### src/rtl/fpu_pkg.sv
// Shared definitions for the FPU schedulers.
//   FLAG_*  : 3-bit exception-checker codes
//   QNAN    : canonical quiet NaN for the default 32-bit format
//   state_t : add/sub scheduler FSM encoding
package fpu_pkg;

    localparam logic [2:0] FLAG_NONE          = 3'b000;
    localparam logic [2:0] FLAG_NAN           = 3'b001;
    localparam logic [2:0] FLAG_COPY_A        = 3'b010;
    localparam logic [2:0] FLAG_COPY_B        = 3'b011;
    localparam logic [2:0] FLAG_FIN_MIN_INF   = 3'b100;
    localparam logic [2:0] FLAG_ZERO_MIN_ZERO = 3'b101;
    localparam logic [2:0] FLAG_ZERO_MIN_SOME = 3'b110;
    localparam logic [2:0] FLAG_SUB_SAME_VAL  = 3'b111;

    localparam logic [31:0] QNAN = 32'h7FC0_0000;

    typedef enum logic [2:0] {
        ST_IDLE,
        ST_CHECK,
        ST_DECIDE,
        ST_RUN,
        ST_RESP
    } state_t;

endpackage

### src/rtl/fpu_exc_resolve.sv
// Combinational special-case resolver: maps a checker flag plus the latched
// operands to the final result word, bypassing the arithmetic datapath.
//   flag_i   : exception flag from the checker
//   a_i/b_i  : latched operands
//   op_i     : 0=add, 1=sub
//   copied_i : checker's copied operand (exponent + fraction)
//   result_o : resolved result
module fpu_exc_resolve
    import fpu_pkg::*;
#(
    parameter int WIDTH     = 32,
    parameter int EXP_BITS  = 8,
    parameter int MANT_BITS = 23
) (
    input  logic [2:0]       flag_i,
    input  logic [WIDTH-1:0] a_i,
    input  logic [WIDTH-1:0] b_i,
    input  logic             op_i,
    input  logic [WIDTH-2:0] copied_i,
    output logic [WIDTH-1:0] result_o
);
    localparam logic [WIDTH-1:0] QNAN_W =
        {1'b0, {EXP_BITS{1'b1}}, 1'b1, {(MANT_BITS-1){1'b0}}};

    logic sa, sb;
    assign sa = a_i[WIDTH-1];
    assign sb = b_i[WIDTH-1];

    always_comb begin
        result_o = '0;
        case (flag_i)
            FLAG_NAN:           result_o = QNAN_W;
            FLAG_COPY_A:        result_o = a_i;
            FLAG_COPY_B:        result_o = b_i;
            FLAG_FIN_MIN_INF:   result_o = {~sb, {EXP_BITS{1'b1}}, {MANT_BITS{1'b0}}};
            // Signed zero: -0 only when both effective signs are negative.
            FLAG_ZERO_MIN_ZERO: result_o = {(op_i ? (sa & ~sb) : (sa & sb)), {(WIDTH-1){1'b0}}};
            FLAG_ZERO_MIN_SOME: result_o = {~sb, copied_i};
            FLAG_SUB_SAME_VAL:  result_o = '0;
            default:            result_o = '0;
        endcase
    end

endmodule

### src/rtl/fpu_addsub_sched.sv
// Two-requester scheduler for a shared FPU add/sub datapath and its
// registered exception checker. One operation in flight at a time.
//   req0_*/req1_* : requester valid/ready handshakes with operands and op
//   opnd_*        : latched operands to checker and datapath
//   exc_flag/exc_copied : registered checker outputs (valid in DECIDE)
//   dp_start/dp_done/dp_result : datapath launch and completion
//   rsp_*         : response to the originating requester
module fpu_addsub_sched
    import fpu_pkg::*;
#(
    parameter int WIDTH     = 32,
    parameter int EXP_BITS  = 8,
    parameter int MANT_BITS = 23,
    parameter int TIMEOUT   = 64
) (
    input  logic             clk,
    input  logic             rst,
    input  logic             req0_valid,
    output logic             req0_ready,
    input  logic [WIDTH-1:0] req0_a,
    input  logic [WIDTH-1:0] req0_b,
    input  logic             req0_op,
    input  logic             req1_valid,
    output logic             req1_ready,
    input  logic [WIDTH-1:0] req1_a,
    input  logic [WIDTH-1:0] req1_b,
    input  logic             req1_op,
    output logic [WIDTH-1:0] opnd_a,
    output logic [WIDTH-1:0] opnd_b,
    output logic             opnd_op,
    input  logic [2:0]       exc_flag,
    input  logic [WIDTH-2:0] exc_copied,
    output logic             dp_start,
    input  logic             dp_done,
    input  logic [WIDTH-1:0] dp_result,
    output logic             rsp_valid,
    input  logic             rsp_ready,
    output logic [WIDTH-1:0] rsp_result,
    output logic             rsp_id,
    output logic [2:0]       rsp_flag,
    output logic             rsp_err
);
    localparam int WD_W = (TIMEOUT > 2) ? $clog2(TIMEOUT) : 1;
    localparam logic [WD_W-1:0] WD_MAX = WD_W'(TIMEOUT - 1);
    localparam logic [WIDTH-1:0] QNAN_W =
        {1'b0, {EXP_BITS{1'b1}}, 1'b1, {(MANT_BITS-1){1'b0}}};

    state_t           state_q, state_d;
    logic [WIDTH-1:0] a_q, a_d, b_q, b_d, res_q, res_d;
    logic             op_q, op_d, id_q, id_d, lg_q, lg_d, err_q, err_d;
    logic [2:0]       flag_q, flag_d;
    logic [WD_W-1:0]  wd_q, wd_d;
    logic             grant, idle, hs;
    logic [WIDTH-1:0] resolved;

    fpu_exc_resolve #(
        .WIDTH(WIDTH), .EXP_BITS(EXP_BITS), .MANT_BITS(MANT_BITS)
    ) u_resolve (
        .flag_i   (exc_flag),
        .a_i      (a_q),
        .b_i      (b_q),
        .op_i     (op_q),
        .copied_i (exc_copied),
        .result_o (resolved)
    );

    // Round-robin: on contention the requester not granted last time wins.
    always_comb begin
        grant = 1'b0;
        if (req0_valid && req1_valid) grant = ~lg_q;
        else if (req1_valid)          grant = 1'b1;
    end

    assign idle       = (state_q == ST_IDLE);
    assign req0_ready = idle && req0_valid && !grant;
    assign req1_ready = idle && req1_valid && grant;
    assign hs         = req0_ready || req1_ready;

    assign opnd_a     = a_q;
    assign opnd_b     = b_q;
    assign opnd_op    = op_q;
    assign dp_start   = (state_q == ST_DECIDE) && (exc_flag == FLAG_NONE);
    assign rsp_valid  = (state_q == ST_RESP);
    assign rsp_result = res_q;
    assign rsp_id     = id_q;
    assign rsp_flag   = flag_q;
    assign rsp_err    = err_q;

    always_comb begin
        state_d = state_q;
        a_d     = a_q;
        b_d     = b_q;
        op_d    = op_q;
        id_d    = id_q;
        lg_d    = lg_q;
        flag_d  = flag_q;
        res_d   = res_q;
        err_d   = err_q;
        wd_d    = wd_q;
        case (state_q)
            ST_IDLE: begin
                if (hs) begin
                    a_d     = grant ? req1_a  : req0_a;
                    b_d     = grant ? req1_b  : req0_b;
                    op_d    = grant ? req1_op : req0_op;
                    id_d    = grant;
                    lg_d    = grant;
                    state_d = ST_CHECK;
                end
            end
            ST_CHECK:  state_d = ST_DECIDE;
            ST_DECIDE: begin
                flag_d = exc_flag;
                if (exc_flag == FLAG_NONE) begin
                    wd_d    = '0;
                    state_d = ST_RUN;
                end else begin
                    res_d   = resolved;
                    state_d = ST_RESP;
                end
            end
            ST_RUN: begin
                // Completion takes priority over a same-cycle watchdog expiry.
                if (dp_done) begin
                    res_d   = dp_result;
                    state_d = ST_RESP;
                end else if (wd_q == WD_MAX) begin
                    res_d   = QNAN_W;
                    err_d   = 1'b1;
                    state_d = ST_RESP;
                end else begin
                    wd_d = wd_q + WD_W'(1);
                end
            end
            ST_RESP: begin
                if (rsp_ready) begin
                    err_d   = 1'b0;
                    state_d = ST_IDLE;
                end
            end
            default: state_d = ST_IDLE;
        endcase
    end

    always_ff @(posedge clk) begin
        if (rst) begin
            state_q <= ST_IDLE;
            a_q     <= '0;
            b_q     <= '0;
            op_q    <= 1'b0;
            id_q    <= 1'b0;
            lg_q    <= 1'b1;
            flag_q  <= '0;
            res_q   <= '0;
            err_q   <= 1'b0;
            wd_q    <= '0;
        end else begin
            state_q <= state_d;
            a_q     <= a_d;
            b_q     <= b_d;
            op_q    <= op_d;
            id_q    <= id_d;
            lg_q    <= lg_d;
            flag_q  <= flag_d;
            res_q   <= res_d;
            err_q   <= err_d;
            wd_q    <= wd_d;
        end
    end

endmodule

### config.mk
export PLATFORM = sky130hd
export DESIGN_NAME = fpu_addsub_sched
export DESIGN_NICKNAME = d
export VERILOG_FILES = /design/src/rtl/fpu_pkg.sv /design/src/rtl/fpu_exc_resolve.sv /design/src/rtl/fpu_addsub_sched.sv
export SDC_FILE = /design/constraint.sdc
export NUM_CORES = 1
export LEC_CHECK = 0
export CAP_MARGIN = 20
export CORE_AREA = 2 2 121 123
export CTS_CLUSTER_SIZE = 10
export DETAILED_ROUTE_END_ITERATION = 8
export DIE_AREA = 0 0 123 125
export PLACE_DENSITY = 0.83
export RECOVER_POWER = 50
export SKIP_CTS_REPAIR_TIMING = 1
export SLEW_MARGIN = 20
export SYNTH_ARGS = -nofsm -noshare
export SYNTH_HDL_FRONTEND = slang
export SYNTH_SLANG_ARGS = --single-unit
### constraint.sdc
create_clock -name clk -period 3.8 [get_ports clk]
set_clock_uncertainty 0.15 [all_clocks]
set_input_delay 0.76 -clock clk [delete_from_list [all_inputs] [get_ports clk]]
set_output_delay 0.76 -clock clk [all_outputs]
set_load 0.02 [all_outputs]
Yosys cells after proc, flatten, opt, wreduce, memory -nomap -nowiden
Index checks and enable logic that the tools add are counted.

Equality and inequality tests: 19. Bitwise gates (word level): 4. Reductions and logical operators: 17. Add/subtract/negate cells: 1. Multiplexer cells: 25.

Operators by type and width (number): $pmux W32 S6 (1); $mux W32 (5); $pmux W32 S2 (1); $mux W6 (3); $mux W3 (5); $pmux W3 S5 (1); $eq A3 B2 Y1 const B (4); $eq A3 B3 Y1 const B (4); $pmux W6 S2 (1); $ne A2 B2 Y1 const B (4); $reduce_and A4 Y1 (2); $mux W1 (7); $add A6 B1 Y6 const B (1); $eq A3 B1 Y1 const B (2); $eq A6 B6 Y1 const B (1); $logic_and A1 B1 Y1 (6); $logic_not A3 Y1 (2); $ne A2 B1 Y1 const B (3); $reduce_and A3 Y1 (2); $reduce_bool A2 Y1 (2); $ne A3 B3 Y1 const B (1); $and A1 B1 Y1 (2); $not A1 Y1 (2); $pmux W1 S2 (1); 3 further kinds (3).

Bits in registers: 112. Output and inout port bits: 106. Word-level logic and storage cells: 76. Input port bits: 202.

Depth between registers and ports, before layout
Depth in word-level cells: 7. Mapped depth: 7. Mapped depth without buffers: 6.

By module
Synthesis repeated with hierarchy kept, for this count alone.

Cells, all modules: 731. Area total of the unflattened synthesis: 6538.8 µm².

Modules (own cells, without submodules): fpu_addsub_sched (times used 1, area an instance 5536.6 µm², sequential area each 2242.2 µm², cells each 574); fpu_exc_resolve (times used 1, area an instance 1002.2 µm², sequential area each 0.0 µm², cells each 157).

Worst setup path before layout
Ideal clock, no wire load.

Path kind: input -> output. Start: input req1_valid. End: output req0_ready. Required time: 2890 ps. Path slack: 1288 ps. Arrival: 1602 ps. Stages on the path: 4. Buffers on the path: 2. Cell sequence: a21boi_2 > buf_4 > buf_2 > nor2_1.

Longest elaborated chain between the ends: 4. Elaborated cells on any way between the ends: 5. Those cells by class: mux: 2; reduce/logical: 3.

Ends and longest elaborated chain: start, declared (RTL line fpu_addsub_sched.sv:23) `input logic req1_valid,`; $mux W1 / $logic_and A1 B1 Y1 (equally long branches) (RTL line fpu_addsub_sched.sv:71, fpu_addsub_sched.sv:70); $mux W1 * (RTL line fpu_addsub_sched.sv:70) `if (req0_valid && req1_valid) grant = ~lg_q;`; $logic_not A1 Y1 * (RTL line fpu_addsub_sched.sv:75) `assign req0_ready = idle && req0_valid && !grant;`; $logic_and A1 B1 Y1 * (RTL line fpu_addsub_sched.sv:75); end, declared (RTL line fpu_addsub_sched.sv:19) `output logic req0_ready,`.

Mark *: on every way between the ends. The rest lies on a longest branch, timed or not.

Final worst setup path
Start: register state_q[0]. End: output req1_ready.

Longest elaborated chain between the ends: 3.

Ends and longest elaborated chain: start, declared (RTL line fpu_addsub_sched.sv:48) `state_t state_q, state_d;`; start signal, assigned (RTL line fpu_addsub_sched.sv:158) `state_q <= state_d;`; $logic_not A3 Y1 (RTL line fpu_addsub_sched.sv:74) `assign idle = (state_q == ST_IDLE);`; $logic_and A1 B1 Y1 (2 in series) (RTL line fpu_addsub_sched.sv:76) `assign req1_ready = idle && req1_valid && grant;`; end, declared (RTL line fpu_addsub_sched.sv:24) `output logic req1_ready,`.

No other way between the ends.

==> out/qor.yml <==
job:
  cap_viol_max_count: 0
grt:
  met3_usage_pct: 6.57
  antenna_found_initial: 0
  top_usage_layer: "met2"
  gr-total-overflow: 0
  grt_use_met2_pct: 46.6
  grt_max_degree: 107
  grt_pass1_vias: 6044
  groute.layer.met1.usage_pct: 37.9
  grt_usage_pct: 29.1
  grt_pass1_wl_um: 34300
sta:
  rsz0062_at_grt: "false"
  hold_ws_ps: 334
  final-max-slew-violation-count: 0
  finalHoldViolCount: 0
  fmax_mhz: 296
  fin_setup_tns_ps: 0
  period_needed_ps: 3380
  fin_crit_sh_pct: 89.0
  worst_slew_pin_slew_ps: 1350
  maxSlewHeadroom_pct: 9.74
  setup_violations: 0
yosys:
  synth_flop_cell: "dfxtp_1"
  synthCells: 642
  async_flop_share_pct: 0
  synth_fp_nets: 845
  synthesis.area_um2: 6070
  synth_top_area_share_pct: 36.9
  synth-edff-count: 0
  ys_seq_area_share_pct: 36.9
  synth.most_common_cell: "dfxtp_1"
  yosys_warnings: 0
  synthTopCellsByCount: "dfxtp_1 (112), mux2i_1 (95), nor2_1 (72)"
  ys_seq_elements: 112
  avgSynthCellArea_um2: 9.46
  synth_top_cell_by_area: "dfxtp_1"
  synth_cell_types: 55
  synth_area_leaders: "dfxtp_1 (37%), mux2i_1 (16%), a211oi_1 (8.0%)"
detailed_routing:
  detail_route.wl_per_cell_um: 20.4
  route.detailed.drc: 0
  dr.pass1.iters: 5
  finalWirelength_um: 22400
  drt_iter0_markers: 344
  ant_nets: 0
  drt-vias-per-instance: 5.65
  vias: 6211
worst_setup_path:
  critPathMaxFanout: 13
  startpoint_type: "flip-flop"
  r2r_start: "state_q[0]"
  cp.required_ps: 2890
  r2r_setup_slack_ps: 1070
  crit_type: "reg -> out"
  crit_path_end_kind: "primary output"
  arrival_ps: 2470
  cp-startpoint: "state_q[0]"
floorplanning:
  die_h_um: 125
  die_w_um: 123
  rows: 44
  ios: 308
  die_area_um2: 15400
  core_area_um2: 14200
  initial_utilization_pct: 42.8
pwr:
  p_leak_nw: 3.65
  p_per_area_nw_per_um2: 450
  p_total_mw: 4.27
  ir_drop_uv: 271
clock_tree:
  worst_skew_pair.late_latency_ps: 350
  cts_tree: "done"
  clkTransAtPathRegs_ps: 70
  clockRootBuffer: "clkbuf_16"
  cts_buffers: 9
  h-tree-depth: 3
  cts.sinks: 112
  cts.path.max_buffers: 2
placement:
  io_buffers: 307
  place_hpwl_um: 16700
  gp_congestion: 0.907
min_path:
  min_path_type: "reg -> reg"
  hold_path.startpoint: "rsp_flag[1]"
finish:
  diodes: 0
  layout-drive-gt1-share_pct: 7.75
  fill_cells: 1171
  nNetsFinal: 1114
  multiInputGateArea_um2: 3440
  seq_area_um2: 2240
  area_growth_pct: 56.2
outcome:
  status: "complete, no violations"
==> worst max-delay path, cell delays in order, from the launching register on <==
cell             delay, ps
dfxtp_1                470
nor3_1                 760
and2_1                 270
clkdlybuf4s50_1        620
==> path summary, 6_finish.rpt <==
| path | endpoint | cells after the start |
|---|---|---|
| max reg2reg | opnd_b[29] | 5 |
| max | req1_ready | 3 |
| min reg2reg | rsp_flag[1] | 2 |
| min | rsp_flag[1] | 2 |
==> area by class of cell <==
cell class	instances	share of cell area, %
timing repair buffer	323	34.0
sequential	112	23.6
tap	184	2.43
clock buffer	13	2.74
clock inverter	3	0.422
multi-input combinational	453	36.3
inverter	12	0.475
==> flip-flops by register name, summed over array words and instances, names as in the netlist <==
register and cells:
rsp_id 1, rsp_flag 3, rsp_result 32, state_q 3, opnd_b 32, lg_q 1, opnd_op 1, wd_q 6
opnd_a 32, rsp_err 1
==> per-layer routing <==
layer	wire, um	part of all wire [%]
met1	9520	42
met3	1440	6.4
met2	10700	48
met5	0	0
met4	772	3.4
==> cells by family after synthesis <==
logic type / count (synthesis) / synth area share (%)
flip-flops: 112 / 36.9
buffers and inverters: 77 / 6.47
multiplexers: 95 / 15.7
XOR/XNOR: 1 / 0.144
AND/OR/NAND/NOR: 138 / 11.4
AO/OA/AOI/OAI: 218 / 29.2
adder cells (fa/ha/maj): 1 / 0.206
==> metrics by stage <==
step                      worst slack [ps]  cell area, um^2  std cells  util [%]
after floorplan                       1290             6070        642         -
after global placement                 494             9210       1084      64.9
after detailed placement               470             9210       1084      64.9
after CTS                              463             9510       1100      67.0
after global routing                   322             9490       1100      66.8
final                                  417             9490       1100      66.8
==> placed cells by master (no fill, tap or decap), types with 6 or more instances in the layout <==
cell type and count:
a21oi_1 39, inv_1 12, nand2_1 18, nand3_1 6, o2bb2ai_1 30, o21ai_0 6, clkbuf_16 9, dfxtp_1 112
a211oi_1 65, nor2_1 72, buf_4 11, mux2i_1 95, o32ai_2 8, a22oi_1 22, a211oi_2 22, nand2b_1 10
nand4_1 8, clkdlybuf4s50_1 208, dlygate4sd3_1 97
==> power breakdown <==
part | internal [mW] | leakage (nW) | switching (mW)
sequential | 1.38 | 0.923 | 0.174
combinational | 0.791 | 2.58 | 0.949
clock | 0.547 | 0.150 | 0.430
total | 2.72 | 3.65 | 1.55
Power figures use the tool's default switching activity.
